[src/rtl/display_pkg.sv]
// Shared types and constants for the seven-segment scan controller.
package display_pkg;

  // Width of one BCD/hex digit value presented to the decoder.
  localparam int DIGIT_W = 4;

  // Defaults for a 48 MHz clock: 0.5 ms dwell, 5 us blanking.
  localparam int DEFAULT_DWELL_CYCLES = 24000;
  localparam int DEFAULT_BLANK_CYCLES = 240;

  typedef enum logic [1:0] {
    IDLE  = 2'd0,
    BLANK = 2'd1,
    DRIVE = 2'd2
  } scan_state_t;

  // Down-counter width able to hold the larger of the two reload values.
  // Never narrower than one bit so single-cycle phases still elaborate.
  function automatic int counter_width(input int dwell, input int blank);
    int m;
    int w;
    m = (dwell > blank) ? dwell : blank;
    w = $clog2(m);
    return (w < 1) ? 1 : w;
  endfunction

endpackage

[src/rtl/next_digit_finder.sv]
// Combinational search for the next enabled digit strictly above the
// current index, wrapping to the lowest enabled digit when none is above.
module next_digit_finder #(
  parameter int NUM_DIGITS = 2,
  localparam int IDX_W = $clog2(NUM_DIGITS)
) (
  input  logic [NUM_DIGITS-1:0] mask,
  input  logic [IDX_W-1:0]      cur,
  output logic [IDX_W-1:0]      next_idx,
  output logic                  wrapped,
  output logic                  none_set
);

  logic [NUM_DIGITS-1:0] above_mask;
  logic [IDX_W-1:0]      above_idx;
  logic                  above_found;
  logic [IDX_W-1:0]      low_idx;

  // Enabled digits whose index is strictly greater than the current one.
  genvar gi;
  generate
    for (gi = 0; gi < NUM_DIGITS; gi++) begin : g_above
      assign above_mask[gi] = mask[gi] && (IDX_W'(gi) > cur);
    end
  endgenerate

  // Descending scan so the last hit is the lowest qualifying index.
  always_comb begin
    above_idx   = '0;
    above_found = 1'b0;
    low_idx     = '0;
    for (int i = NUM_DIGITS - 1; i >= 0; i--) begin
      if (above_mask[i]) begin
        above_idx   = IDX_W'(i);
        above_found = 1'b1;
      end
      if (mask[i]) begin
        low_idx = IDX_W'(i);
      end
    end
  end

  assign next_idx = above_found ? above_idx : low_idx;
  assign wrapped  = ~above_found;
  assign none_set = ~|mask;

endmodule

[src/rtl/display_scan_controller.sv]
// Time-multiplexes up to NUM_DIGITS digit values onto one seven-segment
// decoder, with a blanking gap between digits and a per-digit enable mask.
module display_scan_controller
  import display_pkg::*;
#(
  parameter int NUM_DIGITS   = 2,
  parameter int DWELL_CYCLES = DEFAULT_DWELL_CYCLES,
  parameter int BLANK_CYCLES = DEFAULT_BLANK_CYCLES,
  localparam int IDX_W = $clog2(NUM_DIGITS)
) (
  input  logic                          clk,
  input  logic                          reset,
  input  logic [DIGIT_W*NUM_DIGITS-1:0] digits_in,
  input  logic [NUM_DIGITS-1:0]         digit_mask,
  output logic [DIGIT_W-1:0]            sev_seg_value,
  output logic [NUM_DIGITS-1:0]         digit_en_n,
  output logic [IDX_W-1:0]              active_digit,
  output logic                          frame_tick
);

  localparam int CNT_W = counter_width(DWELL_CYCLES, BLANK_CYCLES);
  localparam logic [CNT_W-1:0] DWELL_LOAD = CNT_W'(DWELL_CYCLES - 1);
  localparam logic [CNT_W-1:0] BLANK_LOAD = CNT_W'(BLANK_CYCLES - 1);

  scan_state_t           state_reg, state_next;
  logic [CNT_W-1:0]      count_reg, count_next;
  logic [IDX_W-1:0]      active_reg, active_next;
  logic [DIGIT_W-1:0]    value_reg, value_next;
  logic [NUM_DIGITS-1:0] en_reg, en_next;
  logic                  tick_reg, tick_next;

  logic [DIGIT_W-1:0]    digit_val [NUM_DIGITS];
  logic [IDX_W-1:0]      low_idx;
  logic [IDX_W-1:0]      next_idx;
  logic                  wrapped;
  logic                  none_set;
  logic [IDX_W-1:0]      blank_target;

  // Unpack the flat digit bus into one entry per digit.
  genvar gi;
  generate
    for (gi = 0; gi < NUM_DIGITS; gi++) begin : g_digit
      assign digit_val[gi] = digits_in[gi*DIGIT_W +: DIGIT_W];
    end
  endgenerate

  // Successor of the active digit; serves both DRIVE exit and the
  // re-check of a pending digit that was disabled while blanking.
  next_digit_finder #(
    .NUM_DIGITS(NUM_DIGITS)
  ) u_finder (
    .mask     (digit_mask),
    .cur      (active_reg),
    .next_idx (next_idx),
    .wrapped  (wrapped),
    .none_set (none_set)
  );

  // Lowest enabled digit, used when a scan starts from IDLE.
  always_comb begin
    low_idx = '0;
    for (int i = NUM_DIGITS - 1; i >= 0; i--) begin
      if (digit_mask[i]) begin
        low_idx = IDX_W'(i);
      end
    end
  end

  // If the pending digit lost its mask bit during BLANK, move on to its successor.
  assign blank_target = digit_mask[active_reg] ? active_reg : next_idx;

  // Next-state and next-output logic; outputs are registered alongside state.
  always_comb begin
    state_next  = state_reg;
    count_next  = count_reg;
    active_next = active_reg;
    value_next  = value_reg;
    en_next     = '1;
    tick_next   = 1'b0;

    case (state_reg)
      IDLE: begin
        if (!none_set) begin
          state_next  = BLANK;
          active_next = low_idx;
          count_next  = BLANK_LOAD;
        end
      end
      BLANK: begin
        if (count_reg == '0) begin
          state_next  = DRIVE;
          count_next  = DWELL_LOAD;
          active_next = blank_target;
          value_next  = digit_val[blank_target];
          en_next     = ~(NUM_DIGITS'(1) << blank_target);
        end else begin
          count_next = count_reg - CNT_W'(1);
        end
      end
      DRIVE: begin
        if (!digit_mask[active_reg] || count_reg == '0) begin
          // Dwell finished or the digit was disabled under us.
          state_next  = BLANK;
          count_next  = BLANK_LOAD;
          active_next = next_idx;
          tick_next   = wrapped;
        end else begin
          count_next = count_reg - CNT_W'(1);
          en_next    = ~(NUM_DIGITS'(1) << active_reg);
        end
      end
      default: begin
        state_next = IDLE;
        count_next = '0;
      end
    endcase

    // An empty mask parks the scanner regardless of where it was.
    if (none_set) begin
      state_next  = IDLE;
      count_next  = '0;
      active_next = active_reg;
      value_next  = value_reg;
      en_next     = '1;
      tick_next   = 1'b0;
    end
  end

  // State and output registers with synchronous reset.
  always_ff @(posedge clk) begin
    if (reset) begin
      state_reg  <= IDLE;
      count_reg  <= '0;
      active_reg <= '0;
      value_reg  <= '0;
      en_reg     <= '1;
      tick_reg   <= 1'b0;
    end else begin
      state_reg  <= state_next;
      count_reg  <= count_next;
      active_reg <= active_next;
      value_reg  <= value_next;
      en_reg     <= en_next;
      tick_reg   <= tick_next;
    end
  end

  assign sev_seg_value = value_reg;
  assign digit_en_n    = en_reg;
  assign active_digit  = active_reg;
  assign frame_tick    = tick_reg;

endmodule

[config.mk]
export PLATFORM = sky130hd
export DESIGN_NAME = display_scan_controller
export DESIGN_NICKNAME = d
export VERILOG_FILES = /design/src/rtl/display_pkg.sv /design/src/rtl/next_digit_finder.sv /design/src/rtl/display_scan_controller.sv
export SDC_FILE = /design/constraint.sdc
export NUM_CORES = 1
export LEC_CHECK = 0
export CAP_MARGIN = 20
export CORE_MARGIN = 1.5
export CORE_UTILIZATION = 45
export CTS_BUF_LIST = sky130_fd_sc_hd__clkbuf_4
export CTS_CLUSTER_DIAMETER = 100
export DETAILED_ROUTE_END_ITERATION = 8
export PLACE_DENSITY = 0.75
export SYNTH_ARGS = -nofsm -noshare
export SYNTH_HDL_FRONTEND = slang
export SYNTH_SLANG_ARGS = --single-unit
export TNS_END_PERCENT = 20
[constraint.sdc]
create_clock -name clk -period 2.55 [get_ports clk]
set_input_delay 0.765 -clock clk [delete_from_list [all_inputs] [get_ports clk]]
set_output_delay 0.765 -clock clk [all_outputs]
set_load 0.02 [all_outputs]
* After elaboration in Yosys (flattened, before gate mapping)
Cells that the tools add are included.
** Storage, ports and cells
- Output and inout port bits :: 8
- Bits of input ports :: 12
- Logic and storage cells :: 61
- Bits in registers :: 25
** Cells by class
- Muxes and demuxes :: 24
- Equality and inequality tests :: 4
- Shift-type cells :: 2
- Bitwise logic cells :: 7
- $add $sub $neg :: 1
- Reduce and logical (&&, ||, !) cells :: 13
- Magnitude comparators :: 4
** Operators by type and width (count)
- $pmux W15 S3 :: 1
- $mux W15 :: 2
- $logic_not A15 Y1 :: 1
- $sub A15 B1 Y15 const B :: 1
- $mux W4 :: 3
- $mux W1 :: 11
- $mux W2 :: 4
- $pmux W2 S3 :: 1
- $ne A2 B2 Y1 const B :: 2
- $not A1 Y1 :: 4
- $not A2 Y2 :: 2
- $pmux W2 S2 :: 1
- $reduce_and A4 Y1 :: 1
- $reduce_or A2 Y1 :: 2
- $reduce_or A4 Y1 :: 1
- $shl A1 B1 Y2 const A :: 2
- $pmux W1 S3 :: 1
- $reduce_and A3 Y1 :: 1
- $reduce_bool A3 Y1 :: 1
- $eq A2 B1 Y1 const B :: 1
- $eq A2 B2 Y1 const B :: 1
- $ge A2 B2 Y1 const B :: 1
- $gt A1 B1 Y1 const A :: 2
- $logic_and A1 B1 Y1 :: 2
- 6 further kinds :: 6

* Depth between registers and ports, before layout
Gate-level depths: netlist (run 1).
- Depth after elaboration :: 10
- Depth in mapped cells :: 9
- Gate-level depth less buffers :: 7

* Cells and area by module
Synthesis (run 1) repeated with hierarchy kept, for this count alone.
** Unflattened totals
- Cells, all modules :: 164
- Area total of the unflattened synthesis :: 1478.9 um2
** By module, submodules not included
- display_scan_controller :: sequential area each 500.5 um2, instances 1, area each 1457.6 um2, cells an instance 161
- next_digit_finder :: sequential area each 0.0 um2, instances 1, area each 21.3 um2, cells an instance 3

* Worst setup path before layout (run 1)
No wires, ideal clock.
- Kind :: input-to-reg
- From :: in digit_mask[1]
- To :: reg count_reg[12]
- Path buffers :: 3
- Setup slack :: 543 ps
- Stages :: 7
- Arrival time :: 1927 ps
- Data required time :: 2471 ps
- Setup time :: 79 ps
- Cell sequence :: buf_2 > nor2_2 > or3_1 > buf_2 > or2_1 > buf_4 > a211oi_2
** On the way
- Longest elaborated chain between the ends :: 6
- Elaborated cells on any way between the ends :: 9
- Those cells by class :: 4 x mux; 1 x bitwise; 4 x reduce/logical
** RTL lines
- start: declaration :: RTL line display_scan_controller.sv:14 : input logic [NUM_DIGITS-1:0] digit_mask,
- $mux W1 (not written as such) (2 in series) :: RTL line display_scan_controller.sv:101 : if (!digit_mask[active_reg] || count_reg == '0) begin
- $logic_not A1 Y1 :: RTL line display_scan_controller.sv:101
- $logic_or A1 B1 Y1 :: RTL line display_scan_controller.sv:101
- $mux W15 :: RTL line display_scan_controller.sv:101
- $pmux W15 S3 :: RTL line display_scan_controller.sv:81 : case (state_reg)
- end signal: assignment :: RTL line display_scan_controller.sv:140 : count_reg <= count_next;
- end: declaration :: RTL line display_scan_controller.sv:26 : logic [CNT_W-1:0] count_reg, count_next;
Parallel ways exist; a longest one is shown, timed or not. The select of a mux whose other input is x is not followed.
A chain may end at the register's enable or synchronous reset.

* Worst setup path after layout (run 1)
- From :: reg active_reg (netlist: active_digit)
- To :: out active_digit
** RTL lines
- start: declaration :: RTL line display_scan_controller.sv:27 : logic [IDX_W-1:0] active_reg, active_next;
- start signal: assignment :: RTL line display_scan_controller.sv:141 : active_reg <= active_next;
- end: declaration :: RTL line display_scan_controller.sv:17 : output logic [IDX_W-1:0] active_digit,
No word-level cell between the ends.

==> impl_results.md, run 1 <==
- Unrepaired setup endpoints after global routing: no
- Hold depth: 2
- HP Class: register to register
- Worst Path Class, Setup: register to primary output
- Final ANT Viol Nets: 0
- Pre-antenna DRT Iters: 4
- Mapped Area: ~1400 um2
- Worst path max stage delay: about 660 ps
- Startpoint type of the worst setup path: register
- Initial DRC count: 57
- Clock root cell: clkbuf_4
- Detail-routed via count per cell: about 5.9
- Mean Syn Cell Area: 8.64 um2
- Peak Freq: around 450 MHz
- Main area contributors after synthesis: dfxtp_1 36%, a21oi_1 6.0%, ha_1 5.3%
- R2R depth: 7
- Max-slew headroom: just over 50%
- Peak supply drop: 0.324 mV
- Placed insts: approximately 210
- CP bufs+invs: 1
- Starting Density: a little under half
- Reg-to-reg endpoint: count_reg[14]
- Final WL: 3240 um
- Sequential element share of the synthesized area: approximately 36%
- Crit path max fanout: 8
- Fin crit share: between 80% and 90%
- # fillers: between 200 and 300
- DPL Wire Length: 2460 um
- Initial antenna violation count: 0
- Setup crit end kind: primary output
- Max FFs per register: 15
- Sink Count: 25
- GRT Total Usage: 20.4%
- Fin. max-slew vios: 0
- Final cell count without fillers: approximately 220
- Row Count: 20
- Post-Syn Nets: roughly 180
- Leakage: about 0.6 nW
- Worst-path clk slew: 140 ps
- HP Start: sev_seg_value[3]
- Post-DR wirelength/cell: 15.1 um
- Global placer's final weighted congestion: 0.867
- CTS tree: yes
- Delay-heaviest family, CP: buffers and inverters
- Pwr dens: roughly 520 nW/um2
- Hold buffer count at CTS: 0
- Share of post-route cells with drive strength above 1: between 10% and 20%
- I/O Pins: 20
- Warnings, synthesis: 0
- R2r setup slk: about 500 ps
- Maximum clock insertion buffer count: 2
- Core Region: 3000 um2
- FFs w/ async S/R, synth: 0%
- Result of the run: complete, no violations
- Crit path DAT: between 1000 and 1500 ps
- Pre-CTS setup slack: between 100 and 150 ps
- Mapped Cells: ~160
- Worst Max-Slew Pin Slew: roughly 720 ps
- GRT overflow: 0
- Max-cap violations: 0
- Area grow syn2layout: 18.0%
- I/O Buffers: 19
- Most frequent cell after synthesis: dfxtp_1
- Post-cts sizing count: 0
- Post-synth top flop: dfxtp_1
- DRC errors left: 0
- Worst-Skew Late Latency: ~330 ps
- M1 WL: ~1500 um
- Die H: slightly below 60 um
- Worst r2r src: count_reg[0]
- Highest metal used: met4
- Vias in the first global route: ~1300
- Via count: between 1000 and 1500
- Post-synth EDFFs: 0
- Setup Fix Bufs, Post-CTS: 0
- Crit path cell chain: clkdlybuf4s50_1
- Area leader, netlist: dfxtp_1
- Final setup violating endpoints: 0
- Detailed route wirelength on metal2: around 1600 um
- CTS buffer count: 3
- Die X: approximately 59 um
- Nets: between 200 and 250
- Die ar.: 3480 um2
- CTS H-Tree Depth: 1
- WL met3: ~130 um
- Commonest cells post-synth: 25 x dfxtp_1, 17 x a21oi_1, 17 x nand2_1
- First-pass GRT wire length: ~5500 um
- Register bit total from synthesis: 25
- Crit path required time: 1790 ps
- Synth top area share: a little over a third
- Critical-path top delay cell: clkdlybuf4s50_1
- Tmin final: ~2200 ps
- Synth unique cells: 45
- ANT cells: 0
- Final Hold Viols: 0
- Setup Skew: 5.21 ps
- Total Neg Setup Slack: 0 ps
- Final critical-path setup slack: about 300 ps
- Hold Crit Endpoint: sev_seg_value[3]
- Largest net degree at the start of global routing: 14
where the power goes:
group / switching [mW] / leakage, nW / internal, mW
clock: 0.123 / 0.0184 / 0.0720
combinational: 0.133 / 0.389 / 0.103
sequential: 0.0247 / 0.204 / 0.412
how the worst max path moves through the flow:
stage	start	endpoint	slack, ps	cells after the start
6_report	active_digit	active_digit	300	1
5_1_grt	active_digit	active_digit	250	1
4_1_cts	active_digit	active_digit	310	1
3_5_place_dp	digit_mask[0]	count_reg[10]	110	6
3_3_place_gp	digit_mask[0]	count_reg[11]	180	6
2_1_floorplan	digit_mask[1]	count_reg[12]	540	7
cell usage in the layout, fill, tap and decap left out, types with 2 or more instances in the layout:
cell             count
a211o_1              2
a21oi_1             17
a311oi_1             4
a31oi_1              2
buf_4                4
clkbuf_4             4
clkdlybuf4s50_1     19
dfxtp_1             25
ha_1                 6
inv_1                8
mux2i_1              2
nand2_1             17
nand2b_1             3
nand3_1              3
nand4_1              3
nor2_1              10
nor3_1               9
nor3_4               3
nor4_1               2
o21ai_0              7
xnor2_1              5
xor2_1               4
cell families (layout without fill, tap and decap cells):
logic type               after synthesis  after routing  share of synthesized area (%)
flip-flops                            25             25                           35.5
AND/OR/NAND/NOR                       63             63                           27.3
XOR/XNOR                               9              9                           5.59
buffers and inverters                 16             35                           4.80
adder cells (fa/ha/maj)                6              6                           5.33
multiplexers                           3              3                           2.22
AO/OA/AOI/OAI                         41             41                           19.3
metal layers:
| metal | GRT usage [%] | up-vias |
|---|---|---|
| met4 | 6.49 | 0 |
| met5 | 0 | - |
| met3 | 3.30 | 7 |
| li1 | - | 621 |
| met2 | 36.3 | 34 |
| met1 | 24.9 | 599 |
worst register-to-register path: stages, from the launching register on:
cell	delay [ps]
dfxtp_1	350
inv_1	100
ha_1	150
nor4b_2	390
nand4_2	320
a21oi_1	290
or2_1	280
a21oi_1	60
metrics by stage:
stage          area [um2]  util, %  power, mW  hold slack, ps
2_1_floorplan        1410        -      0.609             474
3_5_place_dp         1630     54.4      0.677             497
3_3_place_gp         1630     54.4      0.666             486
5_1_grt              1660     55.4      0.913             543
4_1_cts              1660     55.4      0.866             523
6_report             1660     55.4      0.867             519
final cells by class:
class / count / area (um2) / area share [%]
multi-input cells: 122 / 841 / 50.6
clock buffers: 4 / 30.0 / 1.81
flip-flops and latches: 25 / 500 / 30.1
repair buffers: 23 / 220 / 13.2
well taps: 33 / 41.3 / 2.48
inverters: 8 / 30.0 / 1.81
(Power assumes the default switching activity.)
==> run 2: changes to the inputs <==
--- a/config.mk
+++ b/config.mk
@@ -6,6 +6,7 @@
 export NUM_CORES = 1
 export LEC_CHECK = 0
 export CAP_MARGIN = 20
+export CORE_ASPECT_RATIO = 1.2
 export CORE_MARGIN = 1.5
 export CORE_UTILIZATION = 45
 export CTS_BUF_LIST = sky130_fd_sc_hd__clkbuf_4
==> run 2 against run 1 <==
Effect of this change:
- largest cell class unchanged
- largest power group unchanged
- global-route usage rose by 1.2 points
- via count fell by 0.95%
- utilization rose by 0.16 points
- die area barely moved
- sequential cell count did not move
- final cell count rose by 2.3%
- non-clock buffer count rose by 2
- cell area rose by 1.1%
- clock power fell by 8%
==> impl_results.md, run 2 (synthesis results as in run 1) <==
- Core Region: 3030 um2 (+0.83%)
- Commonest non-fill, non-tap cell in the layout: dfxtp_1
- WL met3: 108 um (-19%)
- Crit path DAT: 1420 ps (-60 ps)
- CTS H-Tree Depth: 1 (unchanged)
- Final Hold Viols: 0 (unchanged)
- CP bufs+invs: 1 (unchanged)
- Die H: 64.3 um (+9.1%)
- Vias in the first global route: 1362 (+4.7%)
- Largest net degree at the start of global routing: 14 (unchanged)
- Detailed route wirelength on metal2: 1710 um (+7.3%)
- Sequential share of power: 50.8% (+0.5 points)
- Highest metal used: met4
- HP Start: sev_seg_value[0]
- Final setup violating endpoints: 0 (unchanged)
- Pre-antenna DRT Iters: 4 (unchanged)
- Detail-routed via count per cell: 5.68 (-3.2%)
- CTS tree: yes
- Leakage: 0.622 nW (+1.7%)
- Fin crit share: 85.8% (-2.3 points)
- Hold buffer count at CTS: 0 (unchanged)
- Final WL: 3160 um (-2.7%)
- GRT Total Usage: 21.6% (+1.2 points)
- M1 WL: 1310 um (-11%)
- Initial antenna violation count: 0 (unchanged)
- Starting Density: 46.5% (-0.39 points)
- Post-cts sizing count: 0 (unchanged)
- Startpoint type of the worst setup path: register
- Switch Pwr: 0.267 mW (-5.0%)
- Via count: 1249 (-0.95%)
- Int Pwr: 0.591 mW (+0.78%)
- Setup crit end kind: primary output
- Setup Skew: 0.861 ps (-4.35 ps)
- Placed Area: 1650 um2 (+1.1%)
- Final ANT Viol Nets: 0 (unchanged)
- Die X: 54.1 um (-8.3%)
- Result of the run: complete, no violations
- Global placer's final weighted congestion: 0.840 (-3.0%)
- Pwr dens: 510 nW/um2 (-2.2%)
- Worst-path clk slew: 120 ps (-20 ps)
- Max-slew headroom: 65.9% (+14 points)
- Die ar.: 3480 um2 (about the same)
- Tmin final: 2190 ps (-59.0 ps)
- CTS buffer count: 3 (unchanged)
- Design area: 1680 um2 (+1.1%)
- HP Class: register to register
- Worst-Skew Late Latency: 300 ps (-30 ps)
- Share of post-route cells with drive strength above 1: 13.6% (+0.95 points)
- Sink Count: 25 (unchanged)
- Clock root cell: clkbuf_4
- I/O Pins: 20 (unchanged)
- Crit path max fanout: 8 (unchanged)
- First-pass GRT wire length: 5620 um (+1.8%)
- Area grow syn2layout: 19.4%
- Max FFs per register: 15 (unchanged)
- Peak supply drop: 0.286 mV (-12%)
- Critical-path top delay cell: clkdlybuf4s50_1
- Worst Path Class, Setup: register to primary output
- Clock power frac: 20.9% (-1.6 points)
- Sw frac: 31.1% (-1.3 points)
- I/O Buffers: 19 (unchanged)
- Crit path required time: 1790 ps (about the same)
- Max-cap violations: 0 (unchanged)
- Row Count: 22 (+10%)
- # fillers: 290 (+7.8%)
- Crit path cell chain: clkdlybuf4s50_1
- Worst Max-Slew Pin Slew: 510 ps (-211 ps)
- Unrepaired setup endpoints after global routing: no
- ANT cells: 0 (unchanged)
- Initial DRC count: 50 (-12%)
- Nets: 203 (+1.0%)
- Worst path max stage delay: 650 ps (about the same)
- Maximum clock insertion buffer count: 2 (unchanged)
- Worst r2r src: count_reg[0]
- Peak Freq: 457 MHz (+2.7%)
- Post-DR wirelength/cell: 14.3 um (-4.9%)
- Most frequent cells in the layout: 25 x dfxtp_1, 19 x clkdlybuf4s50_1, 17 x nand2_1, 17 x a21oi_1, 10 x nor2_1
- DPL Wire Length: 2490 um (+1.2%)
- Total Neg Setup Slack: 0 ps (unchanged)
- GRT overflow: 0 (unchanged)
- Logic pwr share: 28.3% (+1.1 points)
- Fin. max-slew vios: 0 (unchanged)
- DRC errors left: 0 (unchanged)
- Delay-heaviest family, CP: buffers and inverters
- CP startpoint: active_digit
- Setup Fix Bufs, Post-CTS: 0 (unchanged)
==> run 2: final cells by class <==
type,count,area [um2],share of cell area [%]
inverter,8,30.0,1.79
clock buffer,4,30.0,1.79
tap,36,45.0,2.68
multi-input combinational,122,841,50.0
sequential,25,500,29.8
timing repair buffer,25,235,14.0
==> run 2: worst paths after layout <==
path,slack [ps],end,cells after the start
worst max-delay path,360,active_digit,1
worst min-delay path,510,sev_seg_value[0],2
worst max register to register,440,count_reg[14],7
worst min register to register,510,sev_seg_value[0],2
==> run 2: metrics by stage <==
stage	hold WS (ps)	worst slack [ps]	std cells	utilization [%]	total power, mW
5_1_grt	551	271	220	55.5	0.911
2_1_floorplan	474	543	163	-	0.609
6_report	512	363	220	55.5	0.858
3_3_place_gp	488	176	216	54.5	0.673
4_1_cts	515	354	220	55.5	0.867
3_5_place_dp	496	141	216	54.5	0.685
==> run 2: routing by layer <==
metal | vias to the layer above | GRT usage [%]
li1 | 621 | -
met1 | 599 | 23.5
met2 | 25 | 40.5
met3 | 4 | 3.74
met4 | 0 | 5.94
met5 | - | 0
==> run 2: power groups by stage <==
| stage | clock [mW] | sequential (mW) | combinational (mW) |
|---|---|---|---|
| final | 0.179 | 0.436 | 0.243 |
| after global routing | 0.202 | 0.439 | 0.269 |
| after CTS | 0.188 | 0.436 | 0.242 |
| after detailed placement | 0 | 0.445 | 0.240 |
| after global placement | 0 | 0.443 | 0.230 |
| after floorplan | 0 | 0.445 | 0.164 |
==> run 3: changes to the inputs <==
--- a/config.mk
+++ b/config.mk
@@ -5,6 +5,7 @@
 export SDC_FILE = /design/constraint.sdc
 export NUM_CORES = 1
 export LEC_CHECK = 0
+export ABC_AREA = 1
 export CAP_MARGIN = 20
 export CORE_ASPECT_RATIO = 1.2
 export CORE_MARGIN = 1.5
@@ -12,7 +13,7 @@
 export CTS_BUF_LIST = sky130_fd_sc_hd__clkbuf_4
 export CTS_CLUSTER_DIAMETER = 100
 export DETAILED_ROUTE_END_ITERATION = 8
-export PLACE_DENSITY = 0.75
+export PLACE_DENSITY = 0.68
 export SYNTH_ARGS = -nofsm -noshare
 export SYNTH_HDL_FRONTEND = slang
 export SYNTH_SLANG_ARGS = --single-unit
==> run 3 against run 2 <==
Effect of this change:
- maximum frequency grew 2.7%
- utilization is essentially flat
- setup slack gained 57 ps
- total power grew 2.5%
==> impl_results.md, run 3 <==
- ANT cells: 0 (unchanged)
- Worst setup path endpoint: active_digit
- Max FFs per register: 15 (unchanged)
- Post-cts sizing count: 0 (unchanged)
- Post-synth top flop: dfxtp_1
- Most frequent cell after synthesis: nand2_1
- Worst-path clk slew: 140 ps (+20 ps)
- R2r setup slk: 870 ps (+430 ps)
- Main area contributors after synthesis: dfxtp_1 34%, nand2_1 12%, nor2_1 8.0%
- Mapped Cells: 213 (+31%)
- Worst Path Class, Setup: register to primary output
- CP bufs+invs: 1 (unchanged)
- Final core utilization: 55.6% (about the same)
- Worst Max-Slew Pin Slew: 356 ps (-154 ps)
- Pre-antenna DRT Iters: 7 (+3)
- Largest net degree at the start of global routing: 14 (unchanged)
- Crit path max fanout: 5 (-3)
- HP Class: register to register
- Commonest non-fill, non-tap cell in the layout: nand2_1
- Starting Density: 47.2% (+0.67 points)
- Final Hold Viols: 0 (unchanged)
- Initial antenna violation count: 0 (unchanged)
- Hold WS: 471 ps (-40.3 ps)
- Worst path max stage delay: 630 ps (-20 ps)
- CTS H-Tree Depth: 1 (unchanged)
- Peak Freq: 469 MHz (+2.7%)
- Total Neg Setup Slack: 0 ps (unchanged)
- CTS buffer count: 3 (unchanged)
- Global placer's final weighted congestion: 0.781 (-7.1%)
- Startpoint type of the worst setup path: register
- Result of the run: complete, no violations
- DPL Wire Length: 2170 um (-13%)
- Row Count: 22 (unchanged)
- Setup crit end kind: primary output
- Peak supply drop: 0.387 mV (+35%)
- Clock root cell: clkbuf_4
- Worst-Skew Late Latency: 320 ps (+20 ps)
- Share of post-route cells with drive strength above 1: 10.2% (-3.4 points)
- Final cell count without fillers: 271 (+23%)
- Placed insts: 267 (+24%)
- Die H: 65.3 um (+1.5%)
- I/O Buffers: 19 (unchanged)
- Die ar.: 3590 um2 (+3.1%)
- Final setup violating endpoints: 0 (unchanged)
- Crit path required time: 1790 ps (about the same)
- Most frequent cells in the layout: 48 x nand2_1, 31 x nor2_1, 28 x inv_1
- # fillers: 314 (+8.3%)
- Crit path DAT: 1370 ps (-50 ps)
- Mean Syn Cell Area: 6.83 um2 (-21%)
- Synth top area share: 34.4% (-1.1 points)
- Tmin final: 2130 ps (-56.7 ps)
- Post-Syn Nets: 231 (+28%)
- Leakage: 0.778 nW (+25%)
- Reg-to-reg endpoint: sev_seg_value[0]
- Synth unique cells: 22 (-51%)
- I/O Pins: 20 (unchanged)
- Max-cap violations: 0 (unchanged)
- Fin crit share: 83.6% (-2.2 points)
- Sink Count: 25 (unchanged)
- CTS tree: yes
- Area grow syn2layout: 17.7%
- Area of the multi-input gates: 835 um2 (-0.74%)
- Post-synth EDFFs: 0 (unchanged)
- Final ANT Viol Nets: 0 (unchanged)
- Initial DRC count: 38 (-24%)
- Worst r2r src: count_reg[0]
- Max-slew headroom: 76.2% (+10 points)
- Commonest cells post-synth: 48 x nand2_1, 31 x nor2_1, 28 x inv_1
- Pwr dens: 513 nW/um2 (+0.59%)
- Register area: 500 um2 (unchanged)
- FFs w/ async S/R, synth: 0% (unchanged)
- Nets: 254 (+25%)
- CP startpoint: active_digit
- Detail-routed via count per cell: 4.86 (-14%)
- Crit path cell chain: clkdlybuf4s50_1
- Stages on worst setup path: 1 (unchanged)
- Maximum clock insertion buffer count: 2 (unchanged)
- Hold buffer count at CTS: 0 (unchanged)
- First-pass GRT wire length: 4770 um (-15%)
- Via count: 1318 (+5.5%)
- Setup Fix Bufs, Post-CTS: 0 (unchanged)
- Delay-heaviest family, CP: buffers and inverters
- Unrepaired setup endpoints after global routing: no
- Mapped Area: 1460 um2 (+3.3%)
- Register bit total from synthesis: 25 (unchanged)
- Setup Skew: 8.65 ps (+7.79 ps)
- Vias in the first global route: 1118 (-18%)
- Core Region: 3080 um2 (+1.8%)
- Fin. max-slew vios: 0 (unchanged)
- GRT Total Usage: 17.9% (-3.6 points)
- Die X: 54.9 um (+1.5%)
- Final WL: 2900 um (-8.3%)
- Area leader, netlist: dfxtp_1
- GRT overflow: 0 (unchanged)
- Sequential element share of the synthesized area: 34.4% (-1.1 points)
- DRC errors left: 0 (unchanged)
- Critical-path top delay cell: clkdlybuf4s50_1
- R2R depth: 9 (+2)
- Post-DR wirelength/cell: 10.7 um (-26%)
- Warnings, synthesis: 0 (unchanged)
-- run 3: changes by cell type after synthesis, sizes merged, moves of 4 or more --
| cell | delta |
|---|---|
| a311oi | -4 |
| clkbuf | -4 |
| inv | +22 |
| nand2 | +37 |
| nand3 | +12 |
| nor2 | +28 |
| nor3 | -10 |
| xnor2 | -4 |
| xor2 | +4 |
-- run 3: kinds of logic (layout without fill, tap and decap cells) --
| logic type | Yosys count | after routing | share of synthesized area (%) |
|---|---|---|---|
| adder cells (fa/ha/maj) | 6 | 6 | 5.16 |
| buffers and inverters | 31 | 53 | 8.25 |
| AND/OR/NAND/NOR | 118 | 118 | 38.0 |
| XOR/XNOR | 9 | 9 | 5.42 |
| flip-flops | 25 | 25 | 34.4 |
| AO/OA/AOI/OAI | 24 | 24 | 8.77 |
-- run 3: where the power goes --
group / switching [mW] / internal, mW / total, mW
Sequential: 0.0162 / 0.413 / 0.430
Combinational: 0.160 / 0.102 / 0.261
Clock: 0.116 / 0.0718 / 0.188
-- run 3: tightest hold or removal path: cells and delay by family (launching register included) --
family | cells | cell delay (ps)
compound gates | 1 | 50
flops | 1 | 330
simple gates | 1 | 60
-- run 3: how the worst min path moves through the flow --
stage                          start                to  depth (start not counted)
CTS                 sev_seg_value[1]  sev_seg_value[1]                          2
floorplan              count_reg[13]     count_reg[13]                          2
global placement    sev_seg_value[3]  sev_seg_value[3]                          2
global route        sev_seg_value[3]  sev_seg_value[3]                          2
detailed placement  sev_seg_value[1]  sev_seg_value[1]                          2
finish              sev_seg_value[1]  sev_seg_value[1]                          2
-- run 3: final cells by class --
class	count	area share (%)
well taps	36	2.63
clock buffers	4	1.75
repair buffers	19	11.1
multi-input cells	157	48.7
inverters	30	6.57
flip-flops and latches	25	29.2
-- run 3: metal layers --
layer	track usage [%]	wire length, um
met5	0	0
met4	6.40	20
met3	2.05	132
met2	29.9	1350
met1	23.1	1390
-- run 3: metrics by stage --
step / setup WS (ps) / total power [mW] / area, um2
finish: 419 / 0.879 / 1710
global placement: 303 / 0.700 / 1680
global route: 334 / 0.949 / 1710
floorplan: 1050 / 0.631 / 1460
CTS: 398 / 0.893 / 1710
detailed placement: 309 / 0.699 / 1680
